--- src/rtl/univ_fifo_pkg.sv ---
// Shared constants and types for the univ_sync_fifo read-side drain stage.
package univ_fifo_pkg;
  localparam int unsigned BUF_DEPTH      = 2;
  localparam int unsigned DEF_DATA_WIDTH = 32;
  localparam int unsigned DEF_CNT_WIDTH  = 16;

  // Buffer occupancy, 0..BUF_DEPTH
  typedef logic [1:0] occ_t;
endpackage

--- src/rtl/univ_fifo_rd_stream_if.sv ---
// Valid/ready stream bus driven by the FIFO drain stage.
interface univ_fifo_rd_stream_if
  import univ_fifo_pkg::*;
#(
  parameter int unsigned DATA_WIDTH = DEF_DATA_WIDTH
) ();
  logic                  m_valid;
  logic [DATA_WIDTH-1:0] m_data;
  logic                  m_ready;

  modport master (output m_valid, output m_data, input  m_ready);
  modport slave  (input  m_valid, input  m_data, output m_ready);
endinterface

--- src/rtl/univ_fifo_skid_buf.sv ---
// Two-entry register buffer; entry 0 is always the head of the queue.
module univ_fifo_skid_buf
  import univ_fifo_pkg::*;
#(
  parameter int unsigned DATA_WIDTH = DEF_DATA_WIDTH
) (
  input  logic                  clk,
  input  logic                  rst,
  input  logic                  wr,
  input  logic [DATA_WIDTH-1:0] wdata,
  input  logic                  rd,
  output logic [DATA_WIDTH-1:0] head,
  output occ_t                  occ
);
  logic [DATA_WIDTH-1:0] ent0;
  logic [DATA_WIDTH-1:0] ent1;

  // Callers never write when full without reading, nor read when empty.
  always_ff @(posedge clk) begin
    if (rst) begin
      ent0 <= '0;
      ent1 <= '0;
      occ  <= '0;
    end else begin
      case ({wr, rd})
        2'b10: begin
          if (occ == '0) ent0 <= wdata;
          else           ent1 <= wdata;
          occ <= occ + 2'd1;
        end
        2'b01: begin
          ent0 <= ent1;
          occ  <= occ - 2'd1;
        end
        2'b11: begin
          // Head advances; the new word lands behind whatever remains.
          if (occ == 2'd2) begin
            ent0 <= ent1;
            ent1 <= wdata;
          end else begin
            ent0 <= wdata;
          end
        end
        default: ;
      endcase
    end
  end

  assign head = ent0;
endmodule

--- src/rtl/univ_fifo_rd_stream.sv ---
// Drains univ_sync_fifo (1-cycle read latency) onto a valid/ready stream
// through a 2-entry buffer, counting delivered words.
module univ_fifo_rd_stream
  import univ_fifo_pkg::*;
#(
  parameter int unsigned DATA_WIDTH = DEF_DATA_WIDTH,
  parameter int unsigned CNT_WIDTH  = DEF_CNT_WIDTH
) (
  input  logic                  clk,
  input  logic                  rst,
  input  logic                  en,
  output logic                  fifo_cs,
  output logic                  fifo_rd_en,
  input  logic [DATA_WIDTH-1:0] fifo_data_out,
  input  logic                  fifo_empty,
  univ_fifo_rd_stream_if.master m,
  output logic [CNT_WIDTH-1:0]  word_cnt,
  output logic                  busy
);
  logic                  inflight;
  logic                  pop;
  occ_t                  occ;
  logic [DATA_WIDTH-1:0] head;
  logic [2:0]            committed;

  assign pop = m.m_valid & m.m_ready;

  // Slots already claimed once this cycle's pop leaves; a read may only
  // be issued if a slot will be free when its data arrives.
  assign committed  = {1'b0, occ} + {2'b00, inflight} - {2'b00, pop};
  assign fifo_rd_en = en & ~fifo_empty & ~rst & (committed < 3'(BUF_DEPTH));
  assign fifo_cs    = fifo_rd_en;

  always_ff @(posedge clk) begin
    if (rst) begin
      inflight <= 1'b0;
      word_cnt <= '0;
    end else begin
      inflight <= fifo_rd_en;
      if (pop) word_cnt <= word_cnt + 1'b1;
    end
  end

  univ_fifo_skid_buf #(
    .DATA_WIDTH (DATA_WIDTH)
  ) u_buf (
    .clk   (clk),
    .rst   (rst),
    .wr    (inflight),
    .wdata (fifo_data_out),
    .rd    (pop),
    .head  (head),
    .occ   (occ)
  );

  assign m.m_valid = (occ != '0);
  assign m.m_data  = head;
  assign busy      = (occ != '0) | inflight;
endmodule

--- src/flat_wrapper.sv ---
// flat-port wrapper written by rule: the top's interface ports become plain ports
module univ_fifo_rd_stream_flat import univ_fifo_pkg::*;
#(
  parameter int unsigned DATA_WIDTH = DEF_DATA_WIDTH,
  parameter int unsigned CNT_WIDTH  = DEF_CNT_WIDTH
)
  (clk, rst, en, fifo_cs, fifo_rd_en, fifo_data_out, fifo_empty, word_cnt, busy, m_m_valid, m_m_data, m_m_ready);
  univ_fifo_rd_stream_if #(.DATA_WIDTH(DATA_WIDTH)) m_i ();
  input  logic clk;
  input  logic rst;
  input  logic en;
  output logic fifo_cs;
  output logic fifo_rd_en;
  input  logic [DATA_WIDTH-1:0] fifo_data_out;
  input  logic fifo_empty;
  output logic [CNT_WIDTH-1:0] word_cnt;
  output logic busy;
  output wire logic [$bits(m_i.m_valid)-1:0] m_m_valid;
  output wire logic [$bits(m_i.m_data)-1:0] m_m_data;
  input wire logic [$bits(m_i.m_ready)-1:0] m_m_ready;
  assign m_m_valid = m_i.m_valid;
  assign m_m_data = m_i.m_data;
  assign m_i.m_ready = m_m_ready;
  univ_fifo_rd_stream #(.DATA_WIDTH(DATA_WIDTH), .CNT_WIDTH(CNT_WIDTH)) u_core (.clk(clk), .rst(rst), .en(en), .fifo_cs(fifo_cs), .fifo_rd_en(fifo_rd_en), .fifo_data_out(fifo_data_out), .fifo_empty(fifo_empty), .m(m_i), .word_cnt(word_cnt), .busy(busy));
endmodule
--- config.mk ---
export PLATFORM = sky130hd
export DESIGN_NAME = univ_fifo_rd_stream_flat
export DESIGN_NICKNAME = d
export VERILOG_FILES = /design/src/rtl/univ_fifo_pkg.sv /design/src/rtl/univ_fifo_rd_stream_if.sv /design/src/rtl/univ_fifo_skid_buf.sv /design/src/rtl/univ_fifo_rd_stream.sv /design/src/flat_wrapper.sv
export SDC_FILE = /design/constraint.sdc
export NUM_CORES = 1
export LEC_CHECK = 0
export CORE_MARGIN = 2
export CORE_UTILIZATION = 35
export DETAILED_ROUTE_END_ITERATION = 6
export PLACE_DENSITY = 0.61
export SLEW_MARGIN = 10
export SYNTH_ARGS = -nofsm -noshare
export SYNTH_HDL_FRONTEND = slang
export SYNTH_SLANG_ARGS = --single-unit
--- constraint.sdc ---
create_clock -name clk -period 3.6 [get_ports clk]
set_clock_uncertainty 0.15 [all_clocks]
set_input_delay 0.72 -clock clk [delete_from_list [all_inputs] [get_ports clk]]
set_output_delay 0.72 -clock clk [all_outputs]
set_load 0.05 [all_outputs]
==> impl_metrics.ini <==
[run_status]
status = finished clean

[setup_path]
startpoint = m_m_ready
path_max_fanout = 2
start_kind = input pin
r2r_setup_slack_ns = 1.31
r2r_end = u_core.u_buf.ent1[7]
critPathKind = in -> out
reg2reg_from = u_core.inflight
critical_path_arrival_ns = 2.56
rr_worst_depth = 6
worstPathRequired_ns = 2.73
worstSetupEndpointType = output port

[global_routing]
antenna_found_initial = 0
overflow = 0
grt_pass1_wl_mm = 14.7
grt_use_total_pct = 16.1
grt_pass1_vias = 2987
grt_max_degree = 85

[floorplanning]
core-area_sq_um = 10300
io_pins = 89
fp-row-count = 37
die_x_um = 106
start_util_pct = 35.7
die-area_sq_um = 11300
dieHeight_um = 106

[clocking]
cts_buffers = 9
clockBufferDepth = 2
tritoncts = done
clock_sinks = 83
htree_num_levels = 3
clk-insertion-delay-late_ns = 0.34
cts.clk_slew.worst_paths_ns = 0.07
postCtsSetupRepairBufs = 0
hold_buffers = 0
cts_resized = 2
cts-root-buf = clkbuf_8

[worst_hold_path]
hp-class = reg -> reg
whs_path_depth = 2
holdPathEnd = u_core.u_buf.ent1[5]
hp-start = u_core.u_buf.ent1[5]

[routing]
wl_per_cell_um = 13.3
vias_per_cell = 4.78
vias = 3107
drt_iter0_markers = 88
drc = 0
ant_nets = 0
dr.pass1.iters = 6
wl_mm = 8.66

[timing]
setup_tns_ns = 0
maxSlewHeadroom_pct = 30.5
finalCriticalPeriod_ns = 3.43
maxSlewViolCount = 0
fmax_mhz = 292
setup_viol = 0
fin_ws_ns = 0.170
rsz0062_at_grt = no
worstMarginPinSlew_ns = 1.04
hold_viol_final = 0
min_period_over_period_pct = 95.3

[synth]
ys_warn_count = 0
synth_area_per_cell_sq_um = 8.54
yosys-top-cells-area = dfxtp_1 (45%), nand2_1 (14%), a311oi_2 (13%), nor2_1 (5.2%), a21oi_1 (4.9%)
synth_common_cells = nand2_1 (138), dfxtp_1 (83), nor2_1 (51)
ys_async_sr_fraction_pct = 0
syn_area_sq_um = 3670
yosysUniqueCellTypes = 34
yosys.area.top_type = dfxtp_1
synth-main-ff-cell = dfxtp_1
postSynthCellCount = 430
synthesis.nets = 470
synth-seq-cells = 83
yosysSeqAreaShare_pct = 45.2
synth_edf_count = 0
post-synth-top-count-cell = nand2_1
synth_top_area_share_pct = 45.2

[layout]
fin_nets = 550
regArea_sq_um = 1660
fill_cells = 1005
syn2layout_area_growth_pct = 34.0
utilization_pct = 47.9
layout-drive-gt1-share_pct = 14.2
multiInputGateArea_sq_um = 1850
fin_area_sq_um = 4920
antennaDiodeCount = 0

[place]
place_hpwl_mm = 5.67
placed_area_sq_um = 4720
dp_slack_ns = -0.266
io_buffers = 88
place_congestion = 0.808

[job]
cap_viol_max_count = 0

[power_and_ir_drop]
peakVddDrop_uv = 242
switching_power_mw = 1.00
switching_share_pct = 36.4
power.share.sequential_pct = 38.7
p_comb_share_pct = 35.7
pwr_density_cell_nw_per_um2 = 560
intPower_mw = 1.75
clockPowerShare_pct = 25.6
power_leakage_nw = 1.66
## cell families (layout without fill, tap and decap cells)
kind of cell | after synthesis | in the layout | share of synthesized area [%]
AO/OA/AOI/OAI | 79 | 79 | 21.0
XOR/XNOR | 15 | 15 | 3.58
adder cells (fa/ha/maj) | 3 | 3 | 1.23
buffers and inverters | 38 | 122 | 5.45
flip-flops | 83 | 83 | 45.2
multiplexers | 1 | 1 | 0.307
AND/OR/NAND/NOR | 211 | 211 | 23.2
## per-layer routing
metal / wire, um / track usage, %
met3: 386 / 3.37
met2: 4160 / 26.3
met5: 0 / 0
met4: 98 / 6.03
met1: 4010 / 21.0
## power by group through the flow
stage | sequential (mW) | clock [mW] | combinational (mW)
2_1_floorplan | 1.35 | 0 | 0.434
3_3_place_gp | 1.09 | 0 | 0.985
3_5_place_dp | 1.09 | 0 | 0.993
4_1_cts | 1.07 | 0.735 | 0.995
5_1_grt | 1.08 | 0.772 | 1.06
6_report | 1.07 | 0.704 | 0.985
## worst max path at each step
stage          slack, ns          to  depth (start not counted)
3_3_place_gp       -0.21  fifo_rd_en                         10
6_report            0.17  fifo_rd_en                         10
5_1_grt             0.04     fifo_cs                          7
3_5_place_dp       -0.27  fifo_rd_en                         10
2_1_floorplan      -0.12  fifo_rd_en                          8
4_1_cts             0.01  fifo_rd_en                         10
## registers in the layout (all words and copies together), names as in the netlist
signal	cells
u_core.u_buf.occ	2
u_core.inflight	1
u_core.u_buf.ent1	32
u_core.word_cnt	16
u_core.u_buf.head	32
## worst max-delay path, stage by stage
cell and delay (ns):
clkbuf_2 0.12, o21a_4 0.15, inv_6 0.03, ha_4 0.22, nand2b_1 0.14, fa_1 0.51, nand2_2 0.08, nor4_4 0.26
buf_4 0.17, buf_12 0.13
## cells in the final DEF, fill, tap and decap left out, types with 4 or more instances in the layout
cell type        instances
nand2_1                137
clkdlybuf4s50_1         84
dfxtp_1                 83
nor2_1                  51
a21oi_1                 36
a311oi_2                30
buf_4                   13
xnor2_1                 10
clkbuf_8                 9
inv_1                    5
xor2_1                   5
nor3_1                   5
nand4_1                  4
nor4_1                   4
## layout make-up
cell class	instances	share of cell area (%)
inverters	6	0.559
flip-flops and latches	83	33.8
clock buffers	10	2.59
well taps	136	3.46
multi-input cells	309	37.6
repair buffers	101	20.4
clock inverters	5	1.60
## through the flow
stage,total power [mW],std cells,hold slack (ns)
after global routing,2.91,650,0.321
after CTS,2.80,650,0.308
final,2.76,650,0.305
after detailed placement,2.08,635,0.297
after global placement,2.07,635,0.292
after floorplan,1.79,430,0.287
(Power assumes the default switching activity.)
==> RTL edit (same settings) <==
Make the reset (`rst`) asynchronous in 2 clocked blocks.
--- a/src/rtl/univ_fifo_skid_buf.sv
+++ b/src/rtl/univ_fifo_skid_buf.sv
@@ -16,7 +16,7 @@
   logic [DATA_WIDTH-1:0] ent1;
 
   // Callers never write when full without reading, nor read when empty.
-  always_ff @(posedge clk) begin
+  always_ff @(posedge clk or posedge rst) begin
     if (rst) begin
       ent0 <= '0;
       ent1 <= '0;
--- a/src/rtl/univ_fifo_rd_stream.sv
+++ b/src/rtl/univ_fifo_rd_stream.sv
@@ -31,7 +31,7 @@
   assign fifo_rd_en = en & ~fifo_empty & ~rst & (committed < 3'(BUF_DEPTH));
   assign fifo_cs    = fifo_rd_en;
 
-  always_ff @(posedge clk) begin
+  always_ff @(posedge clk or posedge rst) begin
     if (rst) begin
       inflight <= 1'b0;
       word_cnt <= '0;
Function: differs if rst is asserted again (counterexample within 4 cycles, from zero or initial values and one cycle with rst high); with rst held inactive, the same outputs for 10 cycles.
==> RTL edit against the original RTL <==
Routed wire length up 6.0%; sequential cell count unchanged; synthesized cell count down 24%; register-to-register slack worse by 260 ps; setup slack better by 7.1 ps; final area up 3.7%; die area up 4.7%; area after synthesis up 4.9%; hold slack better by 24 ps.
Power is not compared: it rests on default switching activity, and its combinational part moved more than twofold at a synthesized area within 25%.
==> RTL edit: results (changes against the original RTL) <==
| Metric | Value |
|---|---|
| Result of the run | complete, no violations |
| Crit path largest cell delay | 550 ps (+40 ps) |
| Met3 routed WL | 311 um (-19%) |
| First drt pass iteration count | 4 (-2) |
| Share of the yosys chip area belonging to registers | 53.9% (+8.7 points) |
| Shortest period the worst path allows | 3420 ps (-7.10 ps) |
| Most area-consuming cells after synthesis | sky130_fd_sc_hd__dfrtp_1 54%, sky130_fd_sc_hd__mux2_2 15%, sky130_fd_sc_hd__o22ai_1 9.7% |
| Deepest level of the CTS H-tree | 3 (unchanged) |
| Setup Slack @ Placement | -213 ps (+52.9 ps) |
| Clock input transition at the sequential cells of the worst setup and hold paths | about 80 ps |
| Cells after DPL | 543 (-14%) |
| Clock root buffer | sky130_fd_sc_hd__clkbuf_8 |
| Crit path to | fifo_rd_en |
| Highest layer used for signal routing | met4 |
| Wl on met1 | 4240 um (+5.8%) |
| First-pass GRT wire length | 15300 um (+4.0%) |
| Highest-delay cell along the critical path | sky130_fd_sc_hd__fa_1 |
| Antenna diode count | 0 (unchanged) |
| Worst setup slack for register-to-register paths | 1050 ps (-260 ps) |
| Asr flop ratio synth | 100% (+100 points) |
| Wire per inst | 16.4 um (+23%) |
| CP Data Arrival Time | 2550 ps (about the same) |
| Worst reg2reg path startpoint | u_core.inflight |
| Worst-skew pair later-pin latency | around 350 ps |
| Pin count of the biggest net entering global routing | 71 (-16%) |
| Via Count | 2932 (-5.6%) |
| Number of buffers between clock root and the deepest sink | 2 (unchanged) |
| Peak supply drop | 0.000411 V |
| DRC violation total after the first TritonRoute iteration | 117 (+33%) |
| Worst Path Max Fanout | 3 (+1) |
| Non-Filler Instances | 559 (-14%) |
| Most used flip-flop cell after synthesis | sky130_fd_sc_hd__dfrtp_1 |
| HP Class | reg -> reg |
| Number of global-route vias before repair | 3084 (+3.2%) |
| Syn_nets | 367 (-22%) |
| Reg-to-Reg End | u_core.u_buf.head[22] |
| Count of unique library cells instantiated by Yosys | 35 (+2.9%) |
| Adder-cell share of the synthesized area | 1.17% (-0.057 points) |
| Worst Hold Depth | 1 (-1) |
| Commonest cells post-synth | 83 x sky130_fd_sc_hd__dfrtp_1, 60 x sky130_fd_sc_hd__o22ai_1, 50 x sky130_fd_sc_hd__mux2_2 |
| Layout cell share with drive strength beyond 1 | 21.7% (+7.5 points) |
| Gpl congestion | 0.784 (-3.0%) |
| Mux contribution to synthesized area | 14.9% (+15 points) |
| Actual slew at the worst max-slew pin | 741 ps (-300 ps) |
| Met2 wirelength from detailed routing | 4440 um (+6.7%) |
| Synthesized area divided by synthesized cell count | 11.8 sq um (+38%) |
| Xor and xnor area share after synthesis | 3.87% (+0.29 points) |
| Gr usage total | 16.6% (+0.49 points) |
| Number of inserted filler cells in the final layout | 1002 (-0.30%) |
| Reg2reg path depth | 5 (-1) |
| Complex-gate fraction of the synthesized area | 15.1% (-5.9 points) |
| Hpwl dp | 5940 um (+4.7%) |
| Layout Nets | 455 (-17%) |
RTL edit: cell types whose count changed in the layout (fill, tap and decap cells not counted), moves of 4 or more:
cell,delta
sky130_fd_sc_hd__a311oi_2,-30
sky130_fd_sc_hd__nor2_1,-37
sky130_fd_sc_hd__nand2_1,-127
sky130_fd_sc_hd__nor4_1,-4
sky130_fd_sc_hd__o22ai_1,+60
sky130_fd_sc_hd__mux2_2,+49
sky130_fd_sc_hd__dfxtp_1,-83
sky130_fd_sc_hd__dfrtp_1,+83
sky130_fd_sc_hd__a21oi_1,-6
RTL edit: report_power, final:
| part | leakage, nW | internal [mW] | total (mW) | switching [mW] |
|---|---|---|---|---|
| combinational | 0.964 | 1.07 | 2.65 | 1.58 |
| sequential | 1.02 | 1.34 | 1.61 | 0.269 |
| clock | 0.0953 | 0.302 | 0.625 | 0.323 |
| total | 2.08 | 2.72 | 4.89 | 2.17 |
RTL edit: area by class of cell:
type | count | area, sq um | area share, %
multi-input combinational | 216 | 1640 | 32.1
inverter | 5 | 22.5 | 0.441
timing repair buffer | 100 | 1010 | 19.8
tap | 140 | 175 | 3.43
clock inverter | 2 | 10.0 | 0.196
sequential | 83 | 2080 | 40.7
clock buffer | 13 | 169 | 3.31
RTL edit: cell families after synthesis:
kind of cell	Yosys count
buffers and inverters	28
adder cells (fa/ha/maj)	3
flip-flops	83
XOR/XNOR	17
AO/OA/AOI/OAI	96
multiplexers	51
AND/OR/NAND/NOR	49
RTL edit: through the flow:
stage	util, %	hold WS [ps]	cell area (sq um)
after global routing	47.3	352	5110
after floorplan	-	327	3890
after global placement	45.6	318	4920
final	47.3	329	5110
after detailed placement	45.6	328	4920
after CTS	47.3	338	5100
RTL edit: worst register-to-register path: cells and delay by family, from the launching register on:
kind                   cells  cell delay [ps]
AND/OR/NAND/NOR            2             1210
flip-flops                 1              390
AO/OA/AOI/OAI              2              370
buffers and inverters      1              360
RTL edit: what timing repair did:
item / CTS / global route
endpoints found under the setup margin: 2 / 2
gates cloned: 0 / 0
resized for setup: 1 / 3
pin swaps: 0 / 1
buffers inserted: 1 / 0
RTL edit: how the worst min path moves through the flow:
stage | from | end | slack [ps]
after global placement | u_core.word_cnt[15] | u_core.word_cnt[15] | 320
after global routing | u_core.word_cnt[15] | u_core.word_cnt[15] | 350
after CTS | u_core.word_cnt[15] | u_core.word_cnt[15] | 340
after detailed placement | u_core.word_cnt[15] | u_core.word_cnt[15] | 330
after floorplan | u_core.u_buf.ent1[24] | u_core.u_buf.ent1[24] | 330
final | u_core.word_cnt[15] | u_core.word_cnt[15] | 330
RTL edit: per-layer routing:
metal	GRT usage (%)	vias to the layer above
li1	-	1385
met1	21.7	1461
met2	26.8	72
met3	2.87	14
met4	7.88	0
met5	0	-
